**config.mk**
```make
export PLATFORM = sky130hd
export DESIGN_NAME = matrix_result_serializer_flat
export DESIGN_NICKNAME = d
export VERILOG_FILES = /design/src/rtl/matrix_result_serializer_if.sv /design/src/rtl/matrix_result_serializer.sv /design/src/flat_wrapper.sv
export SDC_FILE = /design/constraint.sdc
export NUM_CORES = 1
export LEC_CHECK = 0
export CAP_MARGIN = 20
export CORE_MARGIN = 4
export CORE_UTILIZATION = 46
export DETAILED_ROUTE_END_ITERATION = 10
export PLACE_DENSITY = 0.83
export SLEW_MARGIN = 20
export SYNTH_ARGS = -nofsm -noshare
export SYNTH_HDL_FRONTEND = slang
export SYNTH_SLANG_ARGS = --single-unit
```
**constraint.sdc**
```tcl
create_clock -name clock -period 2.4 [get_ports clock]
set_input_delay 0.24 -clock clock [delete_from_list [all_inputs] [get_ports clock]]
set_output_delay 0.24 -clock clock [all_outputs]
set_load 0.1 [all_outputs]
```
**src/rtl/matrix_result_serializer_if.sv**
```systemverilog
// Element stream carrying one product-matrix element per beat with its
// row/column coordinates and an end-of-matrix marker.
interface matrix_result_serializer_if #(
  parameter int WIDTH = 16,
  parameter int SIZE  = 3
);
  localparam int IDX_W = (SIZE > 1) ? $clog2(SIZE) : 1;

  logic             m_valid;
  logic             m_ready;
  logic [WIDTH-1:0] m_data;
  logic [IDX_W-1:0] m_row;
  logic [IDX_W-1:0] m_col;
  logic             m_last;

  // Serializer side: produces elements, observes back-pressure.
  modport master (
    output m_valid,
    output m_data,
    output m_row,
    output m_col,
    output m_last,
    input  m_ready
  );

  // Consumer side.
  modport slave (
    input  m_valid,
    input  m_data,
    input  m_row,
    input  m_col,
    input  m_last,
    output m_ready
  );
endinterface

```
**src/rtl/matrix_result_serializer.sv**
```systemverilog
// Captures a complete SIZE x SIZE product matrix in one cycle and replays it
// as a row-major valid/ready element stream. A new matrix is only accepted
// while idle or on the handshake of the final element; any other capture
// request is dropped and flagged on the sticky overrun_o.
module matrix_result_serializer #(
  parameter int WIDTH = 16,
  parameter int SIZE  = 3
) (
  input  logic                               clock,
  input  logic                               nreset,
  input  logic                               res_valid_i,
  input  logic [SIZE-1:0][SIZE-1:0][WIDTH-1:0] res_i,
  matrix_result_serializer_if.master         m,
  output logic                               busy_o,
  output logic                               overrun_o,
  input  logic                               clr_overrun_i
);

  localparam int IDX_W = (SIZE > 1) ? $clog2(SIZE) : 1;
  localparam logic [IDX_W-1:0] LAST_IDX = IDX_W'(SIZE - 1);
  localparam logic [IDX_W-1:0] ZERO_IDX = '0;

  localparam logic [0:0] ST_IDLE   = 1'b0;
  localparam logic [0:0] ST_STREAM = 1'b1;

  logic [0:0]                         state_q, state_d;
  logic [IDX_W-1:0]                   row_q, row_d;
  logic [IDX_W-1:0]                   col_q, col_d;
  logic [SIZE-1:0][SIZE-1:0][WIDTH-1:0] buf_q, buf_d;
  logic [WIDTH-1:0]                   data_q, data_d;
  logic                               last_q, last_d;
  logic                               overrun_q, overrun_d;

  logic streaming;
  logic hs;
  logic at_last;
  logic capture;
  logic drop;

  // Valid and busy are both the STREAM state bit, so they come straight
  // from a flop.
  assign streaming = (state_q == ST_STREAM);
  assign hs        = streaming && m.m_ready;
  assign at_last   = (row_q == LAST_IDX) && (col_q == LAST_IDX);
  // Back-to-back matrices are accepted on the final handshake so the
  // stream continues without a bubble.
  assign capture   = res_valid_i && (!streaming || (hs && at_last));
  assign drop      = res_valid_i && !capture;

  assign m.m_valid = state_q[0];
  assign m.m_data  = data_q;
  assign m.m_row   = row_q;
  assign m.m_col   = col_q;
  assign m.m_last  = last_q;
  assign busy_o    = state_q[0];
  assign overrun_o = overrun_q;

  // Next-state: capture, advance on handshake, or retire to IDLE.
  always_comb begin
    state_d   = state_q;
    row_d     = row_q;
    col_d     = col_q;
    buf_d     = buf_q;
    data_d    = data_q;
    last_d    = last_q;
    overrun_d = overrun_q;

    if (capture) begin
      buf_d   = res_i;
      row_d   = ZERO_IDX;
      col_d   = ZERO_IDX;
      // The buffer is loading this same edge, so the first element is
      // taken from the input rather than from buf_q.
      data_d  = res_i[0][0];
      last_d  = (SIZE == 1);
      state_d = ST_STREAM;
    end else if (hs) begin
      if (at_last) begin
        state_d = ST_IDLE;
        row_d   = ZERO_IDX;
        col_d   = ZERO_IDX;
        last_d  = 1'b0;
        // data_q deliberately keeps the last streamed value while idle.
      end else begin
        if (col_q == LAST_IDX) begin
          col_d = ZERO_IDX;
          row_d = row_q + IDX_W'(1);
        end else begin
          col_d = col_q + IDX_W'(1);
        end
        data_d = buf_q[row_d][col_d];
        last_d = (row_d == LAST_IDX) && (col_d == LAST_IDX);
      end
    end

    // A drop in the same cycle as a clear must still be reported.
    if (drop) begin
      overrun_d = 1'b1;
    end else if (clr_overrun_i) begin
      overrun_d = 1'b0;
    end
  end

  // State, index, buffer and output registers with asynchronous reset.
  always_ff @(posedge clock or negedge nreset) begin
    if (!nreset) begin
      state_q   <= ST_IDLE;
      row_q     <= ZERO_IDX;
      col_q     <= ZERO_IDX;
      buf_q     <= '0;
      data_q    <= '0;
      last_q    <= 1'b0;
      overrun_q <= 1'b0;
    end else begin
      state_q   <= state_d;
      row_q     <= row_d;
      col_q     <= col_d;
      buf_q     <= buf_d;
      data_q    <= data_d;
      last_q    <= last_d;
      overrun_q <= overrun_d;
    end
  end

endmodule
```
**src/flat_wrapper.sv**
```systemverilog
// flat-port wrapper written by rule: the top's interface ports become plain ports
module matrix_result_serializer_flat 
#(
  parameter int WIDTH = 16,
  parameter int SIZE  = 3
)
  (clock, nreset, res_valid_i, res_i, busy_o, overrun_o, clr_overrun_i, m_m_valid, m_m_data, m_m_row, m_m_col, m_m_last, m_m_ready);
  matrix_result_serializer_if #(.WIDTH(WIDTH), .SIZE(SIZE)) m_i ();
  input  logic clock;
  input  logic nreset;
  input  logic res_valid_i;
  input  logic [SIZE-1:0][SIZE-1:0][WIDTH-1:0] res_i;
  output logic busy_o;
  output logic overrun_o;
  input  logic clr_overrun_i;
  output wire logic [$bits(m_i.m_valid)-1:0] m_m_valid;
  output wire logic [$bits(m_i.m_data)-1:0] m_m_data;
  output wire logic [$bits(m_i.m_row)-1:0] m_m_row;
  output wire logic [$bits(m_i.m_col)-1:0] m_m_col;
  output wire logic [$bits(m_i.m_last)-1:0] m_m_last;
  input wire logic [$bits(m_i.m_ready)-1:0] m_m_ready;
  assign m_m_valid = m_i.m_valid;
  assign m_m_data = m_i.m_data;
  assign m_m_row = m_i.m_row;
  assign m_m_col = m_i.m_col;
  assign m_m_last = m_i.m_last;
  assign m_i.m_ready = m_m_ready;
  matrix_result_serializer #(.WIDTH(WIDTH), .SIZE(SIZE)) u_core (.clock(clock), .nreset(nreset), .res_valid_i(res_valid_i), .res_i(res_i), .m(m_i), .busy_o(busy_o), .overrun_o(overrun_o), .clr_overrun_i(clr_overrun_i));
endmodule
```
==> flow_summary.yaml <==
yosys:
  largest_family_of_logic_cells_by_synthesized_area: "simple AND/OR/NAND/NOR gates"
  synth-adder-area-share_pct: 0.1568
  post_synth_xor_area_fraction_pct: 0.6273
  synthMuxAreaShare_pct: 6.680
  yosys.cell_count.top_type: "sky130_fd_sc_hd__nand2_1"
  syn_nets: 1083
  post_synth_edffs: 0
  post_synth_simple_gate_area_pct: 24.29
  proportion_of_synthesized_chip_area_in_sequential_cells_pct: 52.38
  ys.flop_type: "sky130_fd_sc_hd__dfrtp_1"
  post_syn_instances: 933
  yosys_warnings: 0
  ys_seq_elements: 167
  synth_top_area_share_pct: 52.38
  yosysTopAreaCell: "sky130_fd_sc_hd__dfrtp_1"
  async_reset_ff_share_pct: 100.0
  synth_compound_gate_area_share_pct: 11.26
  ys_top_cells_by_area: "sky130_fd_sc_hd__dfrtp_1 (52%), sky130_fd_sc_hd__nand2_1 (22%), sky130_fd_sc_hd__mux2i_1 (5.3%)"
  synth_cell_types: 50
  post_syn_area_per_cell_um2: 8.552
  synth.cells.most_frequent: "sky130_fd_sc_hd__nand2_1 (462), sky130_fd_sc_hd__dfrtp_1 (167), sky130_fd_sc_hd__o21ai_0 (46), sky130_fd_sc_hd__mux2i_1 (42), sky130_fd_sc_hd__clkbuf_1 (24)"
  post_synth_instance_area_mm2: 0.007979
drt:
  drt_first_iter_violations: 598
  vias: 7183
  met3RoutedLength_mm: 2.238
  routed_wirelength_mm: 24.72
  remaining_drc_errors: 0
  met2_length_mm: 11.55
  met1_length_mm: 10.46
  dr.pass1.iters: 5
  top_layer: "met4"
  drt.antenna.violating_nets: 0
  wl_per_cell_um: 18.56
  avg_vias_per_cell: 5.393
job:
  max_capacitance_violation_total: 0
finish:
  finish.net_count: 1249
  final_area_mm2: 0.01061
  fill_cell_count: 1467
  layout-drive-gt1-share_pct: 10.52
  ff_latch_area_mm2: 0.004185
  combined_area_of_the_multi_input_logic_cells_mm2: 0.003462
  fin_cells: 1332
  insertedDiodeCount: 0
  syn_to_final_growth_pct: 32.93
critical_path:
  cp-end-kind: "flop"
  worst_r2r_startpoint: "u_core.m.m_row[0]"
  critical_path.reg2reg.endpoint: "u_core.m.m_data[1]"
  worstPathArrival_ns: 2.66
  register_to_register_setup_slack_ns: 0.04
  worst_path_largest_cell_delay_ns: 0.51
  timing.reg2reg.worst_path_depth: 6
  required_time_reported_for_the_critical_path_endpoint_ns: 2.70
  critical_path.slowest_cell: "sky130_fd_sc_hd__dfrtp_4"
  critical_path.cell_chain: "buf_4 -> buf_12 -> mux2i_2 -> o22ai_1 -> a2111oi_1 -> o21ai_0"
  setup.worst_path.start_class: "flop"
  worst-path-max-fanout: 34
  critical_path_class: "flop to flop"
cts:
  clk-insertion-delay-late_ns: 0.44
  cts_tree: "yes"
  cts_made_buffers: 17
  cts_max_path_buffers: 2
  cts_num_sinks: 167
  cts.reportedPaths.clkPinSlew_ns: 0.07
  cts.htree.levels: 4
  cts.root.buffer_cell: "sky130_fd_sc_hd__clkbuf_16"
timing:
  grt_setup_unrepaired: "no"
  hold_viol: 0
  fin_tns_setup_ns: 0
  worst_rel_slew_slack_pct: 61.91
  tightestPinTransition_ns: 0.5653
  setup_viol: 0
  fin_skew_ns: 0.01495
  slew_viol_final: 0
  min_period_ns: 2.362
  holdWs_ns: 0.3045
  timing.final.crit_share_pct: 98.41
  maxClockFrequency_mhz: 423.4
global_route:
  gr-usage-all-layers_pct: 25.45
  grt_max_degree: 65
  grt_first_pass_wirelength_mm: 38.88
  overflow: 0
  antenna_found_initial: 0
  first_global_vias: 7127
placement:
  place.port_buffers: 172
  hpwlAfterDp_mm: 17.97
  globalplace.congestion: 0.9036
  dp_cells: 1299
  placed_cell_area_mm2: 0.009967
hold_path:
  hold_class: "input port to async pin"
pwr:
  static-leakage-power_uw: 0.005158
  max-vdd-ir-drop_mv: 0.9379
  powerDensity_mw_per_mm2: 1362
die:
  io_pins: 173
  core_region_area_mm2: 0.01682
  dieWidth_um: 139.7
  floorplan.rows: 47
  initial_utilization_pct: 47.44
  die_area_mm2: 0.01952
  fp.dieH_um: 139.7
outcome:
  run_status: "finished, final reports clean"
## timing repair
item | CTS | global route
hold endpoints to repair | 46 | 0
setup buffers | 0 | 0
resized for setup | 3 | 5
hold buffers | 1 | 0
setup endpoints to repair | 2 | 3
## cell families after synthesis
family / Yosys count
and+or+nand+nor: 499
DFF: 167
AOI/OAI and AO/OA: 138
buffers and inverters: 73
muxes: 51
xor gates and xnor gates: 4
adders and majority gates: 1
## metal layers
metal / GRT usage (%) / vias up
li1: - / 3392
met1: 35.64 / 3436
met2: 38.54 / 325
met3: 7.376 / 30
met4: 7.904 / 0
met5: 0 / -
## how the worst max path moves through the flow
stage                                 start                  end  slack, ns  depth (start not counted)
after global routing      u_core.m.m_row[0]   u_core.m.m_data[1]      0.006                          6
after floorplan           u_core.m.m_row[0]  u_core.m.m_data[12]      0.007                          9
final                     u_core.m.m_row[0]   u_core.m.m_data[1]       0.04                          6
after CTS                 u_core.m.m_row[0]  u_core.m.m_data[13]       0.07                          6
after global placement    u_core.m.m_row[0]  u_core.m.m_data[13]     -0.006                          6
after detailed placement  u_core.m.m_row[0]  u_core.m.m_data[13]      -0.01                          6
## sequential cells by signal, indices dropped and copies added, names as in the netlist
register	count
u_core.overrun_o	1
u_core.buf_q	144
u_core.m.m_col	2
u_core.m.m_row	2
u_core.m.m_data	16
u_core.busy_o	1
u_core.m.m_last	1
## report_power, final
group	leakage (uW)	switching, uW	total, uW	internal [uW]
Sequential	0.00209	964	5170	4200
Clock	0.000301	1280	2860	1580
Combinational	0.00277	4030	6420	2400
Total	0.00516	6270	14400	8180
## layout make-up
cell class,instances,area share (%)
well taps,220,2.595
flip-flops and latches,167,39.46
inverters,10,0.3539
multi-input cells,693,32.64
clock inverters,15,1.722
repair buffers,210,19.22
clock buffers,17,4.011
## critical path, delay by kind of cell (launching register included)
| kind | cells | cell delay (ns) |
|---|---|---|
| buf+inv | 2 | 0.51 |
| mux | 1 | 0.33 |
| compound gates | 3 | 0.85 |
| flops | 1 | 0.51 |
## per-stage QoR
step                worst slack [ns]  total power [uW]  util [%]
floorplan                   0.007315              9219         -
global placement           -0.005531             11340     59.26
finish                       0.03824             14450     63.06
detailed placement          -0.01352             11460     59.26
CTS                          0.06667             14380     62.97
global route                0.006312             15280     63.06
## layout by cell type (no fill, tap or decap), types with 4 or more instances in the layout
cell                              count
sky130_fd_sc_hd__nand2_1            461
sky130_fd_sc_hd__dfrtp_1            164
sky130_fd_sc_hd__clkdlybuf4s50_1    147
sky130_fd_sc_hd__buf_4               54
sky130_fd_sc_hd__o21ai_0             45
sky130_fd_sc_hd__mux2i_1             40
sky130_fd_sc_hd__clkbuf_16           17
sky130_fd_sc_hd__o22ai_1             16
sky130_fd_sc_hd__nor2_1              15
sky130_fd_sc_hd__a21oi_1             11
sky130_fd_sc_hd__inv_1               10
sky130_fd_sc_hd__o21a_1               9
sky130_fd_sc_hd__a211oi_1             8
sky130_fd_sc_hd__mux2_2               7
sky130_fd_sc_hd__a2111oi_0            7
sky130_fd_sc_hd__inv_6                7
sky130_fd_sc_hd__buf_12               7
sky130_fd_sc_hd__a22o_1               6
sky130_fd_sc_hd__a31oi_1              5
sky130_fd_sc_hd__nor2b_1              4
sky130_fd_sc_hd__o21ai_1              4
Note: power is estimated with default switching activity, not from simulation.
